<file path="config.mk">
export PLATFORM = sky130hd
export DESIGN_NAME = accum_lane_array
export DESIGN_NICKNAME = d
export VERILOG_FILES = /design/src/rtl/accum_pkg.sv /design/src/rtl/accum_lane.sv /design/src/rtl/accum_lane_array.sv
export SDC_FILE = /design/constraint.sdc
export NUM_CORES = 1
export LEC_CHECK = 0
export ABC_AREA = 1
export CAP_MARGIN = 0
export CORE_MARGIN = 4
export CORE_UTILIZATION = 48
export CTS_CLUSTER_DIAMETER = 30
export CTS_CLUSTER_SIZE = 10
export DETAILED_ROUTE_END_ITERATION = 10
export GPL_TIMING_DRIVEN = 0
export PLACE_DENSITY = 0.79
export SLEW_MARGIN = 20
export SYNTH_ARGS = -nofsm -noshare
export SYNTH_HDL_FRONTEND = slang
export SYNTH_SLANG_ARGS = --single-unit
</file>
<file path="constraint.sdc">
create_clock -name clk_i -period 1.6 [get_ports clk_i]
set_clock_uncertainty 0.2 [all_clocks]
set_input_delay 0.32 -clock clk_i [delete_from_list [all_inputs] [get_ports clk_i]]
set_output_delay 0.32 -clock clk_i [all_outputs]
set_load 0.02 [all_outputs]
</file>
<file path="src/rtl/accum_pkg.sv">
// Shared types and default sizing for the accumulator lane array.
package accum_pkg;

  typedef enum logic [1:0] {
    XOR_AND = 2'd0,
    XOR_OR  = 2'd1,
    LOAD    = 2'd2,
    HOLD    = 2'd3
  } accum_mode_e;

  typedef enum logic {
    EMPTY = 1'b0,
    FULL  = 1'b1
  } out_state_e;

  localparam int unsigned WIDTH_DEF = 8;
  localparam int unsigned LANES_DEF = 2;
  localparam int unsigned CNT_W_DEF = 8;

endpackage

</file>
<file path="src/rtl/accum_lane.sv">
// One accumulator lane: data register q, independent parity shadow p,
// mode-selected update and a combinational q/p parity mismatch flag.
// Ports: clk_i/rst_i (async, active-high), clear_i (sync clear),
//        accept_i (beat accepted), mode_i, a_i/b_i operands,
//        q_new_o (post-update value), mismatch_o (^q != p).
module accum_lane
  import accum_pkg::*;
#(
  parameter int unsigned WIDTH = WIDTH_DEF
) (
  input  logic             clk_i,
  input  logic             rst_i,
  input  logic             clear_i,
  input  logic             accept_i,
  input  accum_mode_e      mode_i,
  input  logic [WIDTH-1:0] a_i,
  input  logic [WIDTH-1:0] b_i,
  output logic [WIDTH-1:0] q_new_o,
  output logic             mismatch_o
);

  logic [WIDTH-1:0] q;
  logic [WIDTH-1:0] q_nxt;
  logic             p;
  logic             p_new;
  logic             p_nxt;
  logic [WIDTH-1:0] ab_and;
  logic [WIDTH-1:0] ab_or;

  // p is derived from operand parity only, never from q, so a corrupted q
  // bit shows up as a parity disagreement.
  always_comb begin
    ab_and  = a_i & b_i;
    ab_or   = a_i | b_i;
    q_new_o = q;
    p_new   = p;
    case (mode_i)
      XOR_AND: begin
        q_new_o = q ^ ab_and;
        p_new   = p ^ (^ab_and);
      end
      XOR_OR: begin
        q_new_o = q ^ ab_or;
        p_new   = p ^ (^ab_or);
      end
      LOAD: begin
        q_new_o = ab_and;
        p_new   = ^ab_and;
      end
      default: begin
        q_new_o = q;
        p_new   = p;
      end
    endcase
    q_nxt = accept_i ? q_new_o : q;
    p_nxt = accept_i ? p_new : p;
  end

  always_ff @(posedge clk_i or posedge rst_i) begin
    if (rst_i) begin
      q <= '0;
      p <= 1'b0;
    end else if (clear_i) begin
      q <= '0;
      p <= 1'b0;
    end else begin
      q <= q_nxt;
      p <= p_nxt;
    end
  end

  assign mismatch_o = (^q) != p;

endmodule

</file>
<file path="src/rtl/accum_lane_array.sv">
// LANES independent WIDTH-bit accumulators behind a single-entry
// valid/ready output buffer, with a saturating accepted-beat counter and a
// sticky parity-shadow error output.
// Ports: clk_i, rst_i (async, active-high), clear_i (sync clear),
//        in_valid_i/in_ready_o, mode_i, a_i/b_i (lane k at [k*WIDTH +: WIDTH]),
//        out_valid_o/out_ready_i, y_o (q_new | a per lane), beats_o, err_o.
module accum_lane_array
  import accum_pkg::*;
#(
  parameter int unsigned WIDTH = WIDTH_DEF,
  parameter int unsigned LANES = LANES_DEF,
  parameter int unsigned CNT_W = CNT_W_DEF
) (
  input  logic                   clk_i,
  input  logic                   rst_i,
  input  logic                   clear_i,
  input  logic                   in_valid_i,
  output logic                   in_ready_o,
  input  logic [1:0]             mode_i,
  input  logic [LANES*WIDTH-1:0] a_i,
  input  logic [LANES*WIDTH-1:0] b_i,
  output logic                   out_valid_o,
  input  logic                   out_ready_i,
  output logic [LANES*WIDTH-1:0] y_o,
  output logic [CNT_W-1:0]       beats_o,
  output logic                   err_o
);

  out_state_e             state;
  out_state_e             state_nxt;
  logic                   accept;
  accum_mode_e            mode;
  logic [LANES*WIDTH-1:0] q_new;
  logic [LANES-1:0]       lane_mismatch;

  assign mode        = accum_mode_e'(mode_i);
  assign out_valid_o = (state == FULL);
  assign in_ready_o  = !clear_i && (!out_valid_o || out_ready_i);
  assign accept      = in_valid_i && in_ready_o;

  for (genvar k = 0; k < LANES; k++) begin : g_lane
    accum_lane #(
      .WIDTH(WIDTH)
    ) u_lane (
      .clk_i     (clk_i),
      .rst_i     (rst_i),
      .clear_i   (clear_i),
      .accept_i  (accept),
      .mode_i    (mode),
      .a_i       (a_i[k*WIDTH +: WIDTH]),
      .b_i       (b_i[k*WIDTH +: WIDTH]),
      .q_new_o   (q_new[k*WIDTH +: WIDTH]),
      .mismatch_o(lane_mismatch[k])
    );
  end

  always_comb begin
    state_nxt = state;
    if (clear_i) begin
      state_nxt = EMPTY;
    end else if (accept) begin
      state_nxt = FULL;
    end else if (out_ready_i) begin
      state_nxt = EMPTY;
    end
  end

  // Per-lane q_new | a is a plain bitwise OR over the packed bus.
  always_ff @(posedge clk_i or posedge rst_i) begin
    if (rst_i) begin
      state   <= EMPTY;
      y_o     <= '0;
      beats_o <= '0;
      err_o   <= 1'b0;
    end else if (clear_i) begin
      state   <= EMPTY;
      y_o     <= '0;
      beats_o <= '0;
      err_o   <= 1'b0;
    end else begin
      state <= state_nxt;
      if (accept) begin
        y_o <= q_new | a_i;
      end
      if (accept && (beats_o != '1)) begin
        beats_o <= beats_o + CNT_W'(1);
      end
      if (|lane_mismatch) begin
        err_o <= 1'b1;
      end
    end
  end

endmodule

</file>
==> results of run 1 <==
[metal layers]
| layer | vias up | track usage | part of all wire | wire length (um) |
|---|---|---|---|---|
| li1 | 1953 | - | - | - |
| met1 | 1978 | 0.283 | 0.37 | 4380 |
| met2 | 227 | 0.451 | 0.51 | 6040 |
| met3 | 54 | 0.0520 | 0.081 | 959 |
| met4 | 0 | 0.125 | 0.037 | 442 |
| met5 | - | 0 | 0 | 0 |
[what timing repair did]
action | in CTS | in global routing
hold buffers | 0 | 0
pin swaps | 22 | 31
setup buffers | 19 | 17
resized for setup | 170 | 102
gates cloned | 3 | 0
endpoints found under the setup margin | 70 | 50
[stage by stage]
stage	util	instance area [um2]	total power [mW]	setup slack, ps
global placement	0.622	4300	2.39	-1120
CTS	0.708	4890	3.45	-110
detailed placement	0.625	4320	2.43	-688
global route	0.754	5210	3.84	-222
finish	0.754	5210	3.66	-161
floorplan	-	3530	2.01	-152
[power groups by stage]
stage | combinational (mW) | sequential (mW) | clock, mW
6_report | 1.42 | 1.30 | 0.944
5_1_grt | 1.53 | 1.31 | 0.991
4_1_cts | 1.21 | 1.29 | 0.948
3_5_place_dp | 1.12 | 1.31 | 0
3_3_place_gp | 1.08 | 1.31 | 0
2_1_floorplan | 0.636 | 1.38 | 0
[worst max-delay path, stage by stage (launching register included)]
cell and delay, ps:
dfrtp_2 420, nand2_2 70, inv_2 50, nor2_4 120, nand2_4 100, clkinv_8 80
buf_12 110, nor2_8 50, buf_12 140, buf_8 130, nand2_2 50, o211ai_1 100
[how the worst max path moves through the flow]
stage	cells past startpoint	slack, ps	from	end
after detailed placement	9	-690	mode_i[1]	y_o[10]
after floorplan	11	-150	out_valid_o	beats_o[5]
after global routing	10	-220	beats_o[1]	beats_o[5]
after global placement	2	-1120	rst_i	beats_o[1]
after CTS	11	-110	out_valid_o	y_o[1]
final	11	-160	out_valid_o	y_o[1]
[cells in the mapped netlist, drive strengths merged]
master / n / share of area
a21oi: 3 / 0.0043
a221oi: 2 / 0.0069
a22oi: 1 / 0.0022
buf: 7 / 0.010
clkbuf: 2 / 0.0022
clkinv: 1 / 0.0047
dfrtp: 44 / 0.32
ha: 1 / 0.0036
inv: 87 / 0.094
nand2: 234 / 0.26
nand3: 31 / 0.048
nor2: 33 / 0.046
nor3: 5 / 0.0087
o211ai: 16 / 0.035
o21ai: 26 / 0.039
o21bai: 1 / 0.0022
o221ai: 14 / 0.035
o22ai: 8 / 0.014
o31ai: 3 / 0.0065
or2: 8 / 0.014
xnor2: 12 / 0.030
xor2: 6 / 0.015
[cells by family (layout without fill, tap and decap cells)]
kind of cell | after synthesis | in the layout
adders and majority gates | 1 | 1
DFF | 44 | 44
buffers and inverters | 97 | 209
and+or+nand+nor | 311 | 311
xor gates and xnor gates | 18 | 18
AOI/OAI and AO/OA | 74 | 74
[registers in the layout, summed over array words and instances (netlist names)]
register and cells:
err_o 1, y_o 16, g_lane.u_lane.q 16, g_lane.u_lane.p 2
out_valid_o 1, beats_o 8
[area by class of cell]
cell class	count	area share
Clock buffer	6	0.0159
Buffer	9	0.0192
Clock inverter	2	0.00744
Timing Repair Buffer	104	0.189
Multi-Input combinational cell	404	0.465
Sequential cell	44	0.213
Tap cell	96	0.0231
Inverter	88	0.0677
[cells in the final DEF (no fill, tap or decap), types with 15 or more instances in the layout]
cell and n:
nand2_1 179, o211ai_1 16, dlygate4sd2_1 34, inv_1 75, dfrtp_1 39, o21ai_2 18
buf_4 25, nand3_1 22, nor2_1 15, clkdlybuf4s15_1 15, nand2_2 44
==> summary.txt, run 1 <==
Final layout
  • FF+latch area: 1110 um2
  • Area of the multi-input gates: about 2400 um2
  • Fillers: 539
  • Cell Count, Final, Fillers Out: 753
  • Fin nets: 696
  • Share of layout cells above drive strength 1: 0.309
  • Area growth syn-to-layout: 50.4%
  • N_diodes: 0

Detailed routing
  • Via density: 5.59
  • Drt total wl: about 12 mm
  • Vias: around 4,200
  • Drt drc: 0
  • Remaining antenna violation count after routing: 0
  • First-pass DRT Iterations: 6
  • Starting DRC count in detailed routing: 340
  • WL/cell: 15.7 um

Setup path
  • CP arrival: 1750 ps
  • CP Capture Type: flop
  • Cells on worst reg2reg path: 11
  • Worst flop-to-flop path startpoint: out_valid_o
  • R2R Setup Slk: -160 ps
  • Worst-path fanout max: 5
  • R2R Path End: y_o[1]
  • CP startpoint kind: flop
  • Crit Path Class: flop to flop
  • Worst EP required: 1590 ps

CTS
  • H-tree depth: 2
  • TritonCTS clock tree: yes
  • Clk root buf: clkbuf_8
  • Clk slew on worst S/H paths: 90 ps
  • Skew-Pair Late Insertion Delay: around 310 ps
  • Clk buf depth: 2
  • Sink Count: 44
  • Cts bufs inserted: 5

STA
  • Max Clk Rate: 0.568 GHz
  • Fin. Hold Viols: 0
  • Hold Slack: 117 ps
  • Final worst slack: -161 ps
  • Part of the cycle the worst path needs: 1.10
  • RSZ-0062 raised after global routing: yes
  • Actual slew at the worst max-slew pin: 531 ps
  • Sum Neg Setup Slack: -3000 ps
  • Post-layout min period: 1760 ps
  • Final setup viols: 44
  • Slew Viols, Final: 0
  • Slew headroom: 0.646

Yosys
  • Compound-gate portion of the synthesized area: 0.145
  • Largest family of logic cells by synthesized area: simple AND/OR/NAND/NOR gates
  • Simple-gate portion of the synthesized area: 0.376
  • Synthesized flop and latch total: 44
  • XOR/XNOR share of the synthesized area: 0.0455
  • Ys Warns: 0
  • Synth unique cells: 34
  • Mapped Cells: 545
  • Synth Net Count: between 500 and 600
  • Register area share after synthesis: 0.318
  • Mapped Avg Cell Area: 6.35 um2
  • Adder-Cell Fraction of Synth Area: 0.00361
  • Multiplexer area fraction after synthesis: 0
  • Syn Std Cell Area: 3460 um2

Status
  • Failing checks: setup timing
  • Outcome: complete, but fails checks

Placed design
  • Placer Congestion: 0.838
  • Port bufs: 65
  • DP Cell Count: just over 700
  • Detail Placement HPWL: 7.05 mm

Die
  • Die area: 8640 um2
  • Row count: 30
  • Starting density of the core: 0.501
  • IO Pins: 66
  • Core area: 6910 um2
  • Die W: 92.9 um
  • Die H: 92.9 um

Power
  • Reg power frac: 0.355
  • Pint: 2.31 mW
  • Sw Share: 0.370
  • Share of power burned in combinational logic: 0.387
  • Total leakage power: 2.73 nW
  • P per Cell Area: 703 nW/um2
  • Maximum VDD drop: 0.000432 V
  • Clock power share: 0.258
  • Psw: 1.36 mW

Hold path
  • Startpoint of the worst hold path: a_i[6]
  • Tightest Hold Check Type: input port to flop
  • WHS Endpoint: y_o[6]
  • Hold Path Cell Cnt: 3

Global route
  • Overflow left after global routing: 0
  • First-pass GRT wire length: 17.6 mm
  • Initial antenna violation count: 0
  • Total Routing Usage GR: 0.252
  • Vias in the first global route: roughly 4,000
  • Largest net degree at the start of global routing: 24

Run
  • Max Cap Viol: 0
(Power assumes the default switching activity.)
==> run 2, diff against run 1 <==
--- a/config.mk
+++ b/config.mk
@@ -14,7 +14,8 @@
 export DETAILED_ROUTE_END_ITERATION = 10
 export GPL_TIMING_DRIVEN = 0
 export PLACE_DENSITY = 0.79
-export SLEW_MARGIN = 20
+export SLEW_MARGIN = 30
 export SYNTH_ARGS = -nofsm -noshare
 export SYNTH_HDL_FRONTEND = slang
 export SYNTH_SLANG_ARGS = --single-unit
+export TNS_END_PERCENT = 1
==> run 2 against run 1 <==
The run still ends with setup timing left. Global-route usage shrank 3.5 points. Register-to-register slack worse by 50 ps. Final cell count shrank 3.9%. Utilization down 8.8 points. Clock power decreased by 20%. Maximum frequency is 4.3% lower. Critical path depth down 4. Non-clock buffer count down 29. Sequential power about the same. Flip-flop and latch count unchanged. Setup slack worse by 79 ps. Count of clock-buffer cells in the layout grew 1. Critical path type is now input port to output pin. Largest cell class unchanged. Highest routed layer unchanged.
==> summary.txt, run 2 (same netlist as run 1, synthesis figures left out) <==
Status
  • Outcome: complete, but fails checks
  • Failing checks: setup timing

Setup path
  • Crit Path Class: input port to output pin
  • Max incr delay on CP: 460 ps (+40 ps)
  • Worst-path fanout max: 2 (-3)
  • CP Cell Sequence: clkdlybuf4s50_1 -> inv_1 -> nand2_2 -> inv_2 -> nor2_4 -> buf_4 -> buf_4
  • R2R Path End: beats_o[3]
  • CP arrival: 1320 ps (-430 ps)
  • Worst EP required: 1080 ps (-510 ps)
  • CP startpoint kind: input port
  • End of the critical path: in_ready_o
  • Crit-path most repeated cell: buf_4
  • CP Capture Type: output pin
  • Crit path from: out_ready_i
  • Crit path max-delay cell type: clkdlybuf4s50_1
  • Cells on worst reg2reg path: 9 (-2)
  • R2R Setup Slk: -210 ps (-50 ps)
  • Worst flop-to-flop path startpoint: beats_o[1]

STA
  • RSZ-0062 raised after global routing: yes
  • Fin. Hold Viols: 0 (unchanged)
  • Final setup viols: 36 (-18%)
  • Max Clk Rate: 0.544 GHz (-4.3%)
  • Part of the cycle the worst path needs: 1.15 (+0.0492)
  • Hold Slack: 187 ps (+70.4 ps)
  • Final worst slack: -240 ps (-78.7 ps)
  • Post-layout min period: 1840 ps (+78.7 ps)
  • Slew headroom: 0.628 (-0.0173)
  • Slew Viols, Final: 0 (unchanged)
  • Sum Neg Setup Slack: -2990 ps (+2.76 ps)
  • Actual slew at the worst max-slew pin: 557 ps (+26.7 ps)

Global route
  • Overflow left after global routing: 0 (unchanged)
  • Total Routing Usage GR: 0.217 (-0.0352)
  • Initial antenna violation count: 0 (unchanged)
  • Vias in the first global route: 3,578 (-10%)
  • Largest net degree at the start of global routing: 45 (+88%)
  • First-pass GRT wire length: 15.4 mm (-12%)

Detailed routing
  • First-pass DRT Iterations: 6 (unchanged)
  • Vias: 3,794 (-9.9%)
  • Drt total wl: 9.54 mm (-19%)
  • Starting DRC count in detailed routing: 214 (-37%)
  • Via density: 5.24 (-6.3%)
  • Remaining antenna violation count after routing: 0 (unchanged)
  • Drt drc: 0 (unchanged)
  • WL/cell: 13.2 um (-16%)

CTS
  • TritonCTS clock tree: yes
  • Skew-Pair Late Insertion Delay: 300 ps (about the same)
  • Sink Count: 44 (unchanged)
  • Clk root buf: clkbuf_8
  • Cts bufs inserted: 5 (unchanged)
  • Clk slew on worst S/H paths: 90 ps (about the same)
  • H-tree depth: 2 (unchanged)
  • Post-CTS Hold Buffers: 0 (unchanged)
  • Clk buf depth: 2 (unchanged)

Die
  • Die H: 92.9 um (unchanged)
  • Die area: 8640 um2 (unchanged)
  • IO Pins: 66 (unchanged)
  • Row count: 30 (unchanged)
  • Starting density of the core: 0.501 (unchanged)
  • Die W: 92.9 um (unchanged)
  • Core area: 6910 um2 (unchanged)

Hold path
  • Startpoint of the worst hold path: a_i[7]
  • Tightest Hold Check Type: input port to flop

Final layout
  • Share of layout cells above drive strength 1: 0.143 (-0.166)
  • Fillers: 630 (+17%)
  • Fin nets: 667 (-4.2%)
  • Area growth syn-to-layout: 32.9%
  • Biggest regs: g_lane.u_lane.q: 16 flops, y_o: 16 flops, beats_o: 8 flops
  • Commonest non-fill, non-tap cell in the layout: nand2_1
  • Cell Count, Final, Fillers Out: 724 (-3.9%)
  • N_diodes: 0 (unchanged)
  • Leading cell types in the layout, fill and taps excluded: nand2_1, inv_1, dfrtp_1

Placed design
  • Port bufs: 65 (unchanged)
  • Setup WS pre-CTS: -750 ps (-62.4 ps)
  • Placer Congestion: 0.877 (+4.7%)
  • Detail Placement HPWL: 6.96 mm (-1.3%)
  • DP Cell Count: 706 (-0.14%)

Power
  • Total leakage power: 2.52 nW (-7.6%)
  • P per Cell Area: 690 nW/um2 (-1.8%)
  • Maximum VDD drop: 0.000487 V (+13%)
  • Tot Pwr: 3.18 mW (-13%)

Run
  • Max Cap Viol: 0 (unchanged)
==> run 2: what timing repair did <==
action,CTS,global route
setup endpoints to repair,70,48
buffers inserted,0,10
cloned,0,0
resized for setup,81,56
pin swaps,3,6
==> run 2: worst min path at each step <==
stage | end | slack (ps) | cells past startpoint
5_1_grt | y_o[7] | 210 | 3
4_1_cts | y_o[12] | 250 | 2
2_1_floorplan | out_valid_o | 250 | 2
6_report | y_o[7] | 190 | 3
3_3_place_gp | g_lane[1].u_lane.p | 290 | 2
3_5_place_dp | y_o[10] | 300 | 2
==> run 2: cell type report <==
type | count | area (um2) | share of cell area
inverter | 88 | 350 | 0.0761
buffer | 9 | 77.6 | 0.0169
sequential | 44 | 1110 | 0.240
clock inverter | 1 | 7.51 | 0.00163
clock buffer | 7 | 86.3 | 0.0188
timing repair buffer | 75 | 722 | 0.157
tap | 96 | 120 | 0.0261
multi-input combinational | 404 | 2130 | 0.463
==> run 2: metrics by stage <==
| step | cell area [um2] | util |
|---|---|---|
| floorplan | 3470 | - |
| global placement | 4240 | 0.614 |
| detailed placement | 4250 | 0.615 |
| CTS | 4390 | 0.636 |
| global route | 4600 | 0.666 |
| finish | 4600 | 0.666 |
==> run 2: power breakdown <==
part	internal, mW	total, mW	leakage (nW)	switching, mW
logic	0.457	1.13	1.90	0.673
registers	1.21	1.29	0.578	0.0781
clock network	0.352	0.757	0.0445	0.405
total	2.02	3.18	2.52	1.16
==> run 2: layer usage <==
metal,up-vias,part of all wire,GRT usage
met2,139,0.50,0.385
met4,0,0.014,0.0757
met5,-,0,0
li1,1895,-,-
met1,1749,0.43,0.271
met3,11,0.062,0.0260
==> run 2: worst max-delay path: cells and delay by family <==
family	cells	cell delay [ps]
buffers and inverters	5	800
AND/OR/NAND/NOR	2	190
